### config.mk
export PLATFORM = sky130hd
export DESIGN_NAME = sccb_cam_config
export DESIGN_NICKNAME = d
export VERILOG_FILES = /design/src/rtl/sccb_cam_config.sv
export SDC_FILE = /design/constraint.sdc
export NUM_CORES = 1
export LEC_CHECK = 0
export CELL_PAD_IN_SITES_DETAIL_PLACEMENT = 2
export CELL_PAD_IN_SITES_GLOBAL_PLACEMENT = 2
export CORE_ASPECT_RATIO = 1.25
export CORE_UTILIZATION = 43
export CTS_BUF_LIST = sky130_fd_sc_hd__clkbuf_4 sky130_fd_sc_hd__clkbuf_8
export CTS_CLUSTER_SIZE = 24
export DETAILED_ROUTE_END_ITERATION = 7
export DONT_BUFFER_PORTS = 1
export GPL_TIMING_DRIVEN = 0
export PLACE_DENSITY = 0.88
export SYNTH_ARGS = -nofsm -noshare
export SYNTH_HDL_FRONTEND = slang
export SYNTH_SLANG_ARGS = --single-unit
### constraint.sdc
create_clock -name CLOCK_50 -period 7.2 [get_ports CLOCK_50]
set_clock_uncertainty 0.2 [all_clocks]
set_input_delay 1.8 -clock CLOCK_50 [delete_from_list [all_inputs] [get_ports CLOCK_50]]
set_output_delay 1.8 -clock CLOCK_50 [all_outputs]
set_load 0.1 [all_outputs]
### src/rtl/sccb_cam_config.sv
// SCCB write-only master that walks an OV7670 register table held in an
// external synchronous ROM. Each entry becomes one 3-phase write
// (DEV_ID, register address, data). 16'hFFF0 in the table inserts a settle
// delay and 16'hFFFF ends it. SIOC/SIOD are registered so the pins are
// glitch-free; they follow the sequencer state by one clock.
module sccb_cam_config #(
  parameter int unsigned QTR          = 125,
  parameter int unsigned DELAY_CYCLES = 500000,
  parameter int unsigned ADDR_W       = 8,
  parameter logic [7:0]  DEV_ID       = 8'h42
) (
  input  logic              CLOCK_50,
  input  logic              reset,
  input  logic              start,
  output logic [ADDR_W-1:0] rom_addr,
  input  logic [15:0]       rom_data,
  output logic              sioc,
  output logic              siod_out,
  output logic              siod_oe,
  output logic              busy,
  output logic              done
);

  localparam int unsigned QW = (QTR > 1) ? $clog2(QTR) : 1;
  localparam int unsigned DW = (DELAY_CYCLES > 1) ? $clog2(DELAY_CYCLES) : 1;
  localparam logic [QW-1:0] QLAST = QW'(QTR - 1);
  localparam logic [DW-1:0] DLAST = DW'(DELAY_CYCLES - 1);

  typedef enum logic [3:0] {
    S_IDLE,
    S_FETCH,
    S_DECODE,
    S_START,
    S_BITS,
    S_STOP,
    S_GAP,
    S_WAIT,
    S_DONE
  } state_t;

  state_t            state_q, state_d;
  logic [ADDR_W-1:0] addr_q, addr_d;
  logic [QW-1:0]     qcnt_q, qcnt_d;
  logic [1:0]        quar_q, quar_d;
  logic [4:0]        bit_q, bit_d;
  logic [26:0]       shreg_q, shreg_d;
  logic [DW-1:0]     dly_q, dly_d;
  logic              fetch_q, fetch_d;
  logic              sioc_q, sioc_d;
  logic              sdo_q, sdo_d;
  logic              soe_q, soe_d;

  logic qend;
  logic top;
  logic dc_bit;

  // State and line registers; reset abandons any transfer without a STOP
  always_ff @(posedge CLOCK_50) begin
    if (reset) begin
      state_q <= S_IDLE;
      addr_q  <= '0;
      qcnt_q  <= '0;
      quar_q  <= '0;
      bit_q   <= '0;
      shreg_q <= '0;
      dly_q   <= '0;
      fetch_q <= 1'b0;
      sioc_q  <= 1'b1;
      sdo_q   <= 1'b1;
      soe_q   <= 1'b0;
    end else begin
      state_q <= state_d;
      addr_q  <= addr_d;
      qcnt_q  <= qcnt_d;
      quar_q  <= quar_d;
      bit_q   <= bit_d;
      shreg_q <= shreg_d;
      dly_q   <= dly_d;
      fetch_q <= fetch_d;
      sioc_q  <= sioc_d;
      sdo_q   <= sdo_d;
      soe_q   <= soe_d;
    end
  end

  // Sequencer next state plus the line levels for the current quarter
  always_comb begin
    state_d = state_q;
    addr_d  = addr_q;
    qcnt_d  = '0;
    quar_d  = quar_q;
    bit_d   = bit_q;
    shreg_d = shreg_q;
    dly_d   = dly_q;
    fetch_d = fetch_q;
    sioc_d  = 1'b1;
    sdo_d   = 1'b1;
    soe_d   = 1'b0;
    qend    = (qcnt_q == QLAST);
    top     = (addr_q == '1);
    dc_bit  = (bit_q == 5'd8) || (bit_q == 5'd17) || (bit_q == 5'd26);

    case (state_q)
      S_IDLE, S_DONE: begin
        if (start) begin
          state_d = S_FETCH;
          addr_d  = '0;
          fetch_d = 1'b0;
        end
      end

      S_FETCH: begin
        if (fetch_q) begin
          state_d = S_DECODE;
        end else begin
          fetch_d = 1'b1;
        end
      end

      S_DECODE: begin
        quar_d = '0;
        bit_d  = '0;
        if (rom_data == 16'hFFFF) begin
          state_d = S_DONE;
        end else if (rom_data == 16'hFFF0) begin
          state_d = S_WAIT;
          dly_d   = '0;
        end else begin
          state_d = S_START;
          shreg_d = {DEV_ID, 1'b0, rom_data[15:8], 1'b0, rom_data[7:0], 1'b0};
        end
      end

      S_START: begin
        qcnt_d = qend ? '0 : qcnt_q + 1'b1;
        sioc_d = 1'b1;
        soe_d  = 1'b1;
        sdo_d  = 1'b0;
        if (qend) begin
          state_d = S_BITS;
        end
      end

      S_BITS: begin
        qcnt_d = qend ? '0 : qcnt_q + 1'b1;
        sioc_d = quar_q[1];
        soe_d  = ~dc_bit;
        sdo_d  = dc_bit ? 1'b1 : shreg_q[26];
        if (qend) begin
          if (quar_q == 2'd3) begin
            quar_d  = '0;
            shreg_d = {shreg_q[25:0], 1'b0};
            if (bit_q == 5'd26) begin
              state_d = S_STOP;
            end else begin
              bit_d = bit_q + 5'd1;
            end
          end else begin
            quar_d = quar_q + 2'd1;
          end
        end
      end

      S_STOP: begin
        qcnt_d = qend ? '0 : qcnt_q + 1'b1;
        soe_d  = 1'b1;
        sioc_d = (quar_q != 2'd0);
        sdo_d  = (quar_q == 2'd2);
        if (qend) begin
          if (quar_q == 2'd2) begin
            state_d = S_GAP;
            quar_d  = '0;
          end else begin
            quar_d = quar_q + 2'd1;
          end
        end
      end

      S_GAP: begin
        qcnt_d = qend ? '0 : qcnt_q + 1'b1;
        if (qend) begin
          if (quar_q == 2'd3) begin
            quar_d = '0;
            // Top of the table: finish here instead of wrapping to entry 0
            if (top) begin
              state_d = S_DONE;
            end else begin
              addr_d  = addr_q + 1'b1;
              fetch_d = 1'b0;
              state_d = S_FETCH;
            end
          end else begin
            quar_d = quar_q + 2'd1;
          end
        end
      end

      S_WAIT: begin
        if (dly_q == DLAST) begin
          if (top) begin
            state_d = S_DONE;
          end else begin
            addr_d  = addr_q + 1'b1;
            fetch_d = 1'b0;
            state_d = S_FETCH;
          end
        end else begin
          dly_d = dly_q + 1'b1;
        end
      end

      default: begin
        state_d = S_IDLE;
      end
    endcase
  end

  assign rom_addr = addr_q;
  assign sioc     = sioc_q;
  assign siod_out = sdo_q;
  assign siod_oe  = soe_q;
  assign busy     = (state_q != S_IDLE) && (state_q != S_DONE);
  assign done     = (state_q == S_DONE);

endmodule
==> impl_results.md, run 1 <==
- Critical path capture point type: output pin
- CTS H-tree lvls: 3
- Reg2reg start: state_q[2]
- Avg Vias per Cell: 6.24
- Placed cell areas: 0.00427 mm^2
- HPWL after detailed placement: 9890 um
- Clk root buf: clkbuf_8
- Fmax: 191 MHz
- YS warnings: 0
- Slew Limit Fails: 0
- Peak supply drop: 121 uV
- IO Count: 32
- Reg area: 0.00150 mm^2
- Clk buf depth: 2
- Total power draw: 1.29 mW
- First-pass GRT wire length: 22900 um
- Via Count: 3997
- HP Start: shreg_q[9]
- Period minus WS final: 5.24 ns
- CP peak stage delay: 1.02 ns
- DR iter-0 viols: 205
- Hold-fix buffers, CTS: 0
- Syn Nets: 534
- Final ANT Viol Nets: 0
- Final cycle utilization of the critical path: 72.8%
- Area delta synth->final: 8.60%
- Commonest non-fill, non-tap cells in the layout: nand2_1, dfxtp_1, nor2_1
- Max_cap viols: 0
- Post-synthesis cell area: 0.00412 mm^2
- Count of flip-flops with a built-in enable after synthesis: 0
- Final setup margin: 1.96 ns
- CTS tree: built
- Worst Path Required: 5.20 ns
- Synthesized instance count: 502
- Worst-path clk slew: 0.09 ns
- Setup TNS: 0 ns
- Highest fanout seen on the critical path: 10
- Critical path arrival: 3.24 ns
- Slew headroom: 21.9%
- Input/output buffers: 0
- Number of fill cells in the layout: 1063
- Cell area after layout: 0.00447 mm^2
- WS Path Type: flop to output pin
- CP startpoint kind: flop
- Hold_ws: 0.268 ns
- Core ar.: 0.00922 mm^2
- Mean Syn Cell Area: 8.20 um^2
- TritonCTS Buffers: 9
- Total leakage power: 1.53 nW
- Vias in the first global route: 4492
- CTS sink count: 75
- Worst skew pair latency: 0.38 ns
- RSZ-0062 raised after global routing: false
- Util after Layout: 48.5%
- Final cell count without fillers: 641
- Reg2Reg Capture Point: shreg_q[10]
- Final setup violation count: 0
- N_diodes: 0
- Routability Congestion: 0.857
- Setup Fix Bufs, Post-CTS: 0
- Register-to-Register Path Depth: 6
- Cells along the critical path: buf_1 -> nor3_1 -> inv_1 -> nor2_2
- Largest net degree at the start of global routing: 13
- Starting density of the core: 44.6%
- Fraction of registers with async set or reset after synthesis: 0%
- Post-cts resize count: 0
- Site Rows: 39
- Power Density: 288 mW/mm^2
- Slowest stage cell, crit path: nor2_2
- Die Width: 89.5 um
- Average wire per standard cell: 22.3 um
- GRT Total Usage: 30.5%
- DRC Markers: 0
- Antenna violations before repair: 0
- Final Hold Viols: 0
- Die height: 111 um
- Most used flip-flop cell after synthesis: dfxtp_1
- Status: finished clean
- Most common cell after layout, fill and taps aside: nand2_1
- Remaining global-route overflow: 0
- WHS Path Cells: 2
- Area of the die: 0.00997 mm^2
- Seq cells post-synth: 75
- Worst hold path class: flop to flop
- Worst-margin pin slew: 1.17 ns
- Worst Hold End: shreg_q[9]
- Share of layout cells above drive strength 1: 9.65%
- Footprint of the multi-input gates: 0.00239 mm^2
- Final nets: 545
- Placed Cells: 625
- Post-synth cell types: 72
- Sequential fraction of the synthesis area: 36.5%
- R2R setup slack: 4.02 ns
- Final wirelength: 14300 um
- DP Worst Slack: 2.42 ns
- Drt first pass iters: 4
-- layer usage --
| layer | global-route usage, % | part of all wire, % | vias up | wire length (um) |
|---|---|---|---|---|
| met2 | 58.4 | 55 | 58 | 7900 |
| met4 | 9.42 | 2.0 | 0 | 282 |
| met1 | 32.1 | 40 | 2043 | 5730 |
| met3 | 6.08 | 2.7 | 23 | 392 |
| li1 | - | - | 1873 | - |
| met5 | 0 | 0 | - | 0 |
-- power breakdown --
group	internal, mW	switching [mW]
clock	0.172	0.177
sequential	0.459	0.0497
combinational	0.123	0.307
total	0.754	0.534
-- kinds of logic after synthesis --
group	Yosys count	synth area share (%)
adders and majority gates	13	3.95
AOI/OAI and AO/OA	107	19.1
and+or+nand+nor	242	31.1
muxes	3	0.760
DFF	75	36.5
buffers and inverters	47	5.47
xor gates and xnor gates	15	3.19
-- worst max path at each step --
stage	cells past startpoint	slack [ns]	endpoint	start
global placement	4	1.91	done	state_q[1]
detailed placement	4	2.42	done	state_q[1]
CTS	4	2.01	done	state_q[1]
finish	4	1.96	done	state_q[1]
floorplan	4	2.39	done	state_q[1]
global route	4	1.88	done	state_q[1]
-- critical path: cells and delay by family (launching register included) --
kind | cells | cell delay (ns)
and+or+nand+nor | 2 | 1.62
buffers and inverters | 2 | 0.87
DFF | 1 | 0.36
-- sequential cells by signal (all words and copies together), names as in the netlist --
name	flops
shreg_q	26
dly_q	19
qcnt_q	7
siod_out	1
sioc	1
quar_q	2
fetch_q	1
siod_oe	1
rom_addr	8
state_q	4
bit_q	5
-- synthesized netlist by cell type, types with 2 or more instances --
| library cell | count | area (um^2) |
|---|---|---|
| o21ai_1 | 3 | 15.0 |
| nor3_1 | 12 | 60.1 |
| mux2i_1 | 2 | 20.0 |
| o311ai_1 | 3 | 26.3 |
| inv_1 | 18 | 67.6 |
| a21o_2 | 2 | 17.5 |
| and3b_1 | 2 | 17.5 |
| nand2_1 | 78 | 293 |
| and3_2 | 2 | 15.0 |
| nand2b_1 | 2 | 12.5 |
| and3_1 | 3 | 18.8 |
| nand3b_1 | 2 | 15.0 |
| a311oi_1 | 15 | 131 |
| clkbuf_1 | 15 | 56.3 |
| nor4_1 | 9 | 56.3 |
| and4_1 | 2 | 17.5 |
| o21ai_0 | 12 | 60.1 |
| nor2b_1 | 3 | 18.8 |
| clkbuf_8 | 2 | 27.5 |
| ha_1 | 13 | 163 |
| nand3_1 | 29 | 145 |
| nor4_4 | 3 | 63.8 |
| or4_1 | 11 | 82.6 |
| nor2_1 | 45 | 169 |
| dfxtp_1 | 75 | 1500 |
| o2111ai_1 | 7 | 61.3 |
| and4b_1 | 2 | 20.0 |
| and2_1 | 2 | 12.5 |
| o211ai_1 | 7 | 52.6 |
| buf_2 | 7 | 35.0 |
| o31ai_1 | 4 | 30.0 |
| a21oi_1 | 29 | 145 |
| o32ai_1 | 4 | 35.0 |
| o41ai_1 | 5 | 43.8 |
| or3_1 | 6 | 37.5 |
| or4b_1 | 2 | 20.0 |
| nand4_1 | 16 | 100 |
| xor2_1 | 13 | 114 |
| xnor2_1 | 2 | 17.5 |
-- cell type report --
| type | count | area share (%) |
|---|---|---|
| Inverter | 18 | 1.51 |
| Buffer | 29 | 3.53 |
| Multi-Input combinational cell | 380 | 53.5 |
| Tap cell | 123 | 3.44 |
| Clock buffer | 11 | 3.25 |
| Clock inverter | 5 | 1.18 |
| Sequential cell | 75 | 33.6 |
No activity file was read; power rests on OpenSTA's default activity.
==> inputs of run 2 (changes only) <==
Settings changed: CORE_UTILIZATION 43 to 36, PLACE_DENSITY 0.88 to 0.79.
Clock period 7.2 ns to 4.8 ns, I/O delays scaled along.
==> impl_results.md, run 2 (synthesized netlist as in run 1, its figures left out) <==
- Status: finished, violations left
- Failing checks: design-rule violations
- Routability Congestion: 0.821
- Vias in the first global route: 4299
- Slowest stage cell, crit path: nor2_2
- IO Count: 32
- Highest fanout seen on the critical path: 10
- TritonCTS Buffers: 9
- Worst-path clk slew: 0.09 ns
- Final wirelength: 13000 um
- Reg2Reg Capture Point: rom_addr[6]
- Starting density of the core: 37.0%
- Slew Limit Fails: 0
- Reg2reg start: rom_addr[0]
- RSZ-0062 raised after global routing: false
- Average wire per standard cell: 20.0 um
- Die Width: 97.7 um
- HPWL after detailed placement: 9910 um
- CTS sink count: 75
- DP Worst Slack: 0.543 ns
- Number of fill cells in the layout: 1283
- Final cycle utilization of the critical path: 95.7%
- Register-to-Register Path Depth: 6
- Most common cell after layout, fill and taps aside: nand2_1
- Post-cts resize count: 0
- Via Count: 3889
- Clk buf depth: 2
- Remaining global-route overflow: 0
- Final setup violation count: 0
- Worst path depth: 4
- R2R setup slack: 1.75 ns
- First-pass GRT wire length: 21700 um
- Util after Layout: 40.1%
- CP peak stage delay: 1.03 ns
- Footprint of the multi-input gates: 0.00239 mm^2
- Fmax: 218 MHz
- Drt first pass iters: 6
- GRT Total Usage: 23.1%
- Input/output buffers: 0
- Total leakage power: 1.52 nW
- Hold-fix buffers, CTS: 0
- Crit path capture: done
- Final ANT Viol Nets: 0
- Avg Vias per Cell: 5.96
- Hold_ws: 0.262 ns
- Reg area: 0.00150 mm^2
- CTS H-tree lvls: 3
- Max_cap viols: 0
- Final Hold Viols: 0
- Cells along the critical path: buf_1 -> nor3_1 -> inv_1 -> nor2_2
- Largest net degree at the start of global routing: 15
- Worst hold path class: flop to flop
- Share of layout cells above drive strength 1: 9.65%
- CP startpoint kind: flop
- Antenna violations before repair: 0
- Site Rows: 43
- Power Density: 415 mW/mm^2
- Critical path capture point type: output pin
- Setup TNS: 0 ns
- Worst skew pair latency: 0.37 ns
- DRC Markers: 8
- Peak supply drop: 206 uV
- Top reg by flops: shreg_q
- Critical path origin: state_q[1]
- Period minus WS final: 4.59 ns
- Core ar.: 0.0111 mm^2
- Slew headroom: 25.5%
- Commonest non-fill, non-tap cells in the layout: nand2_1, dfxtp_1, nor2_1
- CP top delay family: simple AND/OR/NAND/NOR gates
- Area of the die: 0.0119 mm^2
- Max reg flops: 26
- Final setup margin: 0.206 ns
- Worst Path Required: 3.40 ns
- WS Path Type: flop to output pin
- DR iter-0 viols: 176
- Clk root buf: clkbuf_8
- Area delta synth->final: 8.42%
- Die height: 122 um
- Setup Fix Bufs, Post-CTS: 0
- Worst-margin pin slew: 1.12 ns
- WP buf/inv: 2
- CTS tree: built
- Final nets: 545
- Critical path arrival: 3.19 ns
- N_diodes: 0
-- run 2: final cells by class --
cell class                      instances  share of cell area [%]
Multi-Input combinational cell        380                    53.6
Sequential cell                        75                    33.6
Tap cell                              135                    3.78
Buffer                                 29                    3.53
Clock buffer                            9                    2.77
Inverter                               18                    1.51
Clock inverter                          7                    1.15
-- run 2: where the power goes --
| group | total (mW) | internal [mW] | switching [mW] |
|---|---|---|---|
| combinational | 0.629 | 0.185 | 0.444 |
| clock | 0.460 | 0.190 | 0.270 |
| sequential | 0.762 | 0.689 | 0.0731 |
-- run 2: per-layer routing --
layer  GRT usage [%]  vias to the layer above  part of all wire (%)
met5               0                        -                     0
met2            44.5                       45                    55
met1            25.2                     1949                    40
met3            4.76                       16                   3.3
li1                -                     1879                     -
met4            7.39                        0                   1.3
-- run 2: stage by stage --
step                      cell area (um^2)  total power, mW  cells
final                                 4460             1.85    653
after detailed placement              4290             1.41    637
after CTS                             4460             1.87    653
after global routing                  4460             1.96    653
after global placement                4290             1.37    637
after floorplan                       4120             1.24    502
-- run 2: how the worst min path moves through the flow --
stage	from	to	cells after the start	slack, ns
after floorplan	qcnt_q[0]	qcnt_q[0]	1	0.23
after global placement	qcnt_q[0]	qcnt_q[0]	1	0.24
after detailed placement	shreg_q[22]	shreg_q[22]	2	0.25
after CTS	shreg_q[22]	shreg_q[22]	2	0.27
after global routing	shreg_q[22]	shreg_q[22]	2	0.28
final	shreg_q[23]	shreg_q[23]	2	0.26
-- run 2: tightest hold or removal path, stage by stage, from the launching register on --
cell and delay (ns):
dfxtp_1 0.32, nand2_1 0.05, a21oi_1 0.05
==> inputs of run 3 (changes only) <==
Settings changed: CORE_MARGIN set to 3.
==> impl_results.md, run 3 (synthesized netlist as in run 1, its figures left out) <==
- CP peak stage delay: 1.01 ns
- IO Count: 32
- Worst hold path class: flop to flop
- Die Width: 102 um
- Fmax: 218 MHz
- Peak supply drop: 142 uV
- Top reg by flops: shreg_q
- Area of the die: 0.0128 mm^2
- Worst-margin pin slew: 1.13 ns
- Critical path arrival: 3.19 ns
- Remaining global-route overflow: 0
- GRT Total Usage: 21.4%
- Placed cell areas: 0.00429 mm^2
- Final nets: 545
- WP buf/inv: 2
- Antenna violations before repair: 0
- Clk buf depth: 2
- Cells along the critical path: buf_1 -> nor3_1 -> inv_1 -> nor2_2
- Worst-path clk slew: 0.09 ns
- Worst Path Required: 3.40 ns
- Slowest stage cell, crit path: nor2_2
- Final ANT Viol Nets: 0
- DRC Markers: 0
- CTS sink count: 75
- Core ar.: 0.0111 mm^2
- Via Count: 3944
- Area delta synth->final: 8.66%
- Average wire per standard cell: 19.7 um
- Commonest non-fill, non-tap cells in the layout: nand2_1, dfxtp_1, nor2_1
- Clk root buf: clkbuf_8
- Die height: 126 um
- CTS tree: built
- Final wirelength: 12900 um
- WS Path Type: flop to output pin
- Hold-fix buffers, CTS: 0
- RSZ-0062 raised after global routing: false
- N_diodes: 0
- Avg Vias per Cell: 6.04
- Max reg flops: 26
- CP startpoint kind: flop
- Most common cell after layout, fill and taps aside: nand2_1
- Worst skew pair latency: 0.37 ns
- CTS H-tree lvls: 3
- Status: finished clean
- Cell area after layout: 0.00447 mm^2
- Reg2reg start: state_q[2]
- Final Hold Viols: 0
- Setup Fix Bufs, Post-CTS: 0
- HP Start: shreg_q[18]
- Period minus WS final: 4.59 ns
- Final setup violation count: 0
- Input/output buffers: 0
- Routability Congestion: 0.800
- TritonCTS Buffers: 9
- Drt first pass iters: 4
- Vias in the first global route: 4297
- Post-cts resize count: 0
- Setup TNS: 0 ns
- Slew Limit Fails: 0
- Site Rows: 43
- DR iter-0 viols: 164
- Slew headroom: 24.6%
- Critical path origin: state_q[1]
- Highest fanout seen on the critical path: 10
- Total leakage power: 1.52 nW
- CP top delay family: simple AND/OR/NAND/NOR gates
- Starting density of the core: 37.0%
- Critical path capture point type: output pin
- Max_cap viols: 0
- Largest net degree at the start of global routing: 16
- R2R setup slack: 1.71 ns
- First-pass GRT wire length: 21900 um
- Final cycle utilization of the critical path: 95.7%
- HPWL after detailed placement: 9890 um
- Power Density: 416 mW/mm^2
- Share of layout cells above drive strength 1: 9.65%
## run 3: cell type report
| class | instances | area, um^2 |
|---|---|---|
| Clock inverter | 7 | 61.3 |
| Clock buffer | 9 | 124 |
| Tap cell | 135 | 169 |
| Buffer | 29 | 158 |
| Fill cell | 1307 | 6660 |
| Multi-Input combinational cell | 380 | 2390 |
| Inverter | 18 | 67.6 |
| Sequential cell | 75 | 1500 |
## run 3: power by group
part | switching (mW) | internal, mW
Sequential | 0.0737 | 0.689
Clock | 0.278 | 0.195
Combinational | 0.439 | 0.185
## run 3: final timing paths
check,endpoint,depth (start not counted)
max,done,4
min reg2reg,shreg_q[18],2
max reg2reg,shreg_q[11],6
min,shreg_q[18],2
## run 3: worst reg2reg max path, delay by kind of cell, from the launching register on
kind            cells  cell delay, ns
buf+inv             3            1.09
simple gates        2            1.08
flops               1            0.33
compound gates      1            0.30
## run 3: metrics by stage
| stage | hold slack [ns] | utilization (%) | instances | worst slack, ns | power, mW |
|---|---|---|---|---|---|
| floorplan | 0.226 | - | 502 | 0.591 | 1.24 |
| global placement | 0.240 | 38.5 | 637 | 0.0543 | 1.37 |
| detailed placement | 0.250 | 38.5 | 637 | 0.623 | 1.40 |
| CTS | 0.263 | 40.2 | 653 | 0.223 | 1.88 |
| global route | 0.287 | 40.2 | 653 | 0.130 | 1.97 |
| finish | 0.260 | 40.2 | 653 | 0.206 | 1.86 |
## run 3: per-layer routing
metal  up-vias  part of all wire, %  routed length, um  track usage, %
met4         0                  1.3                164            6.26
met5         -                    0                  0               0
met3        16                  2.7                345            3.85
met1      2008                   41               5230            24.0
met2        48                   55               7150            40.1
li1       1872                    -                  -               -
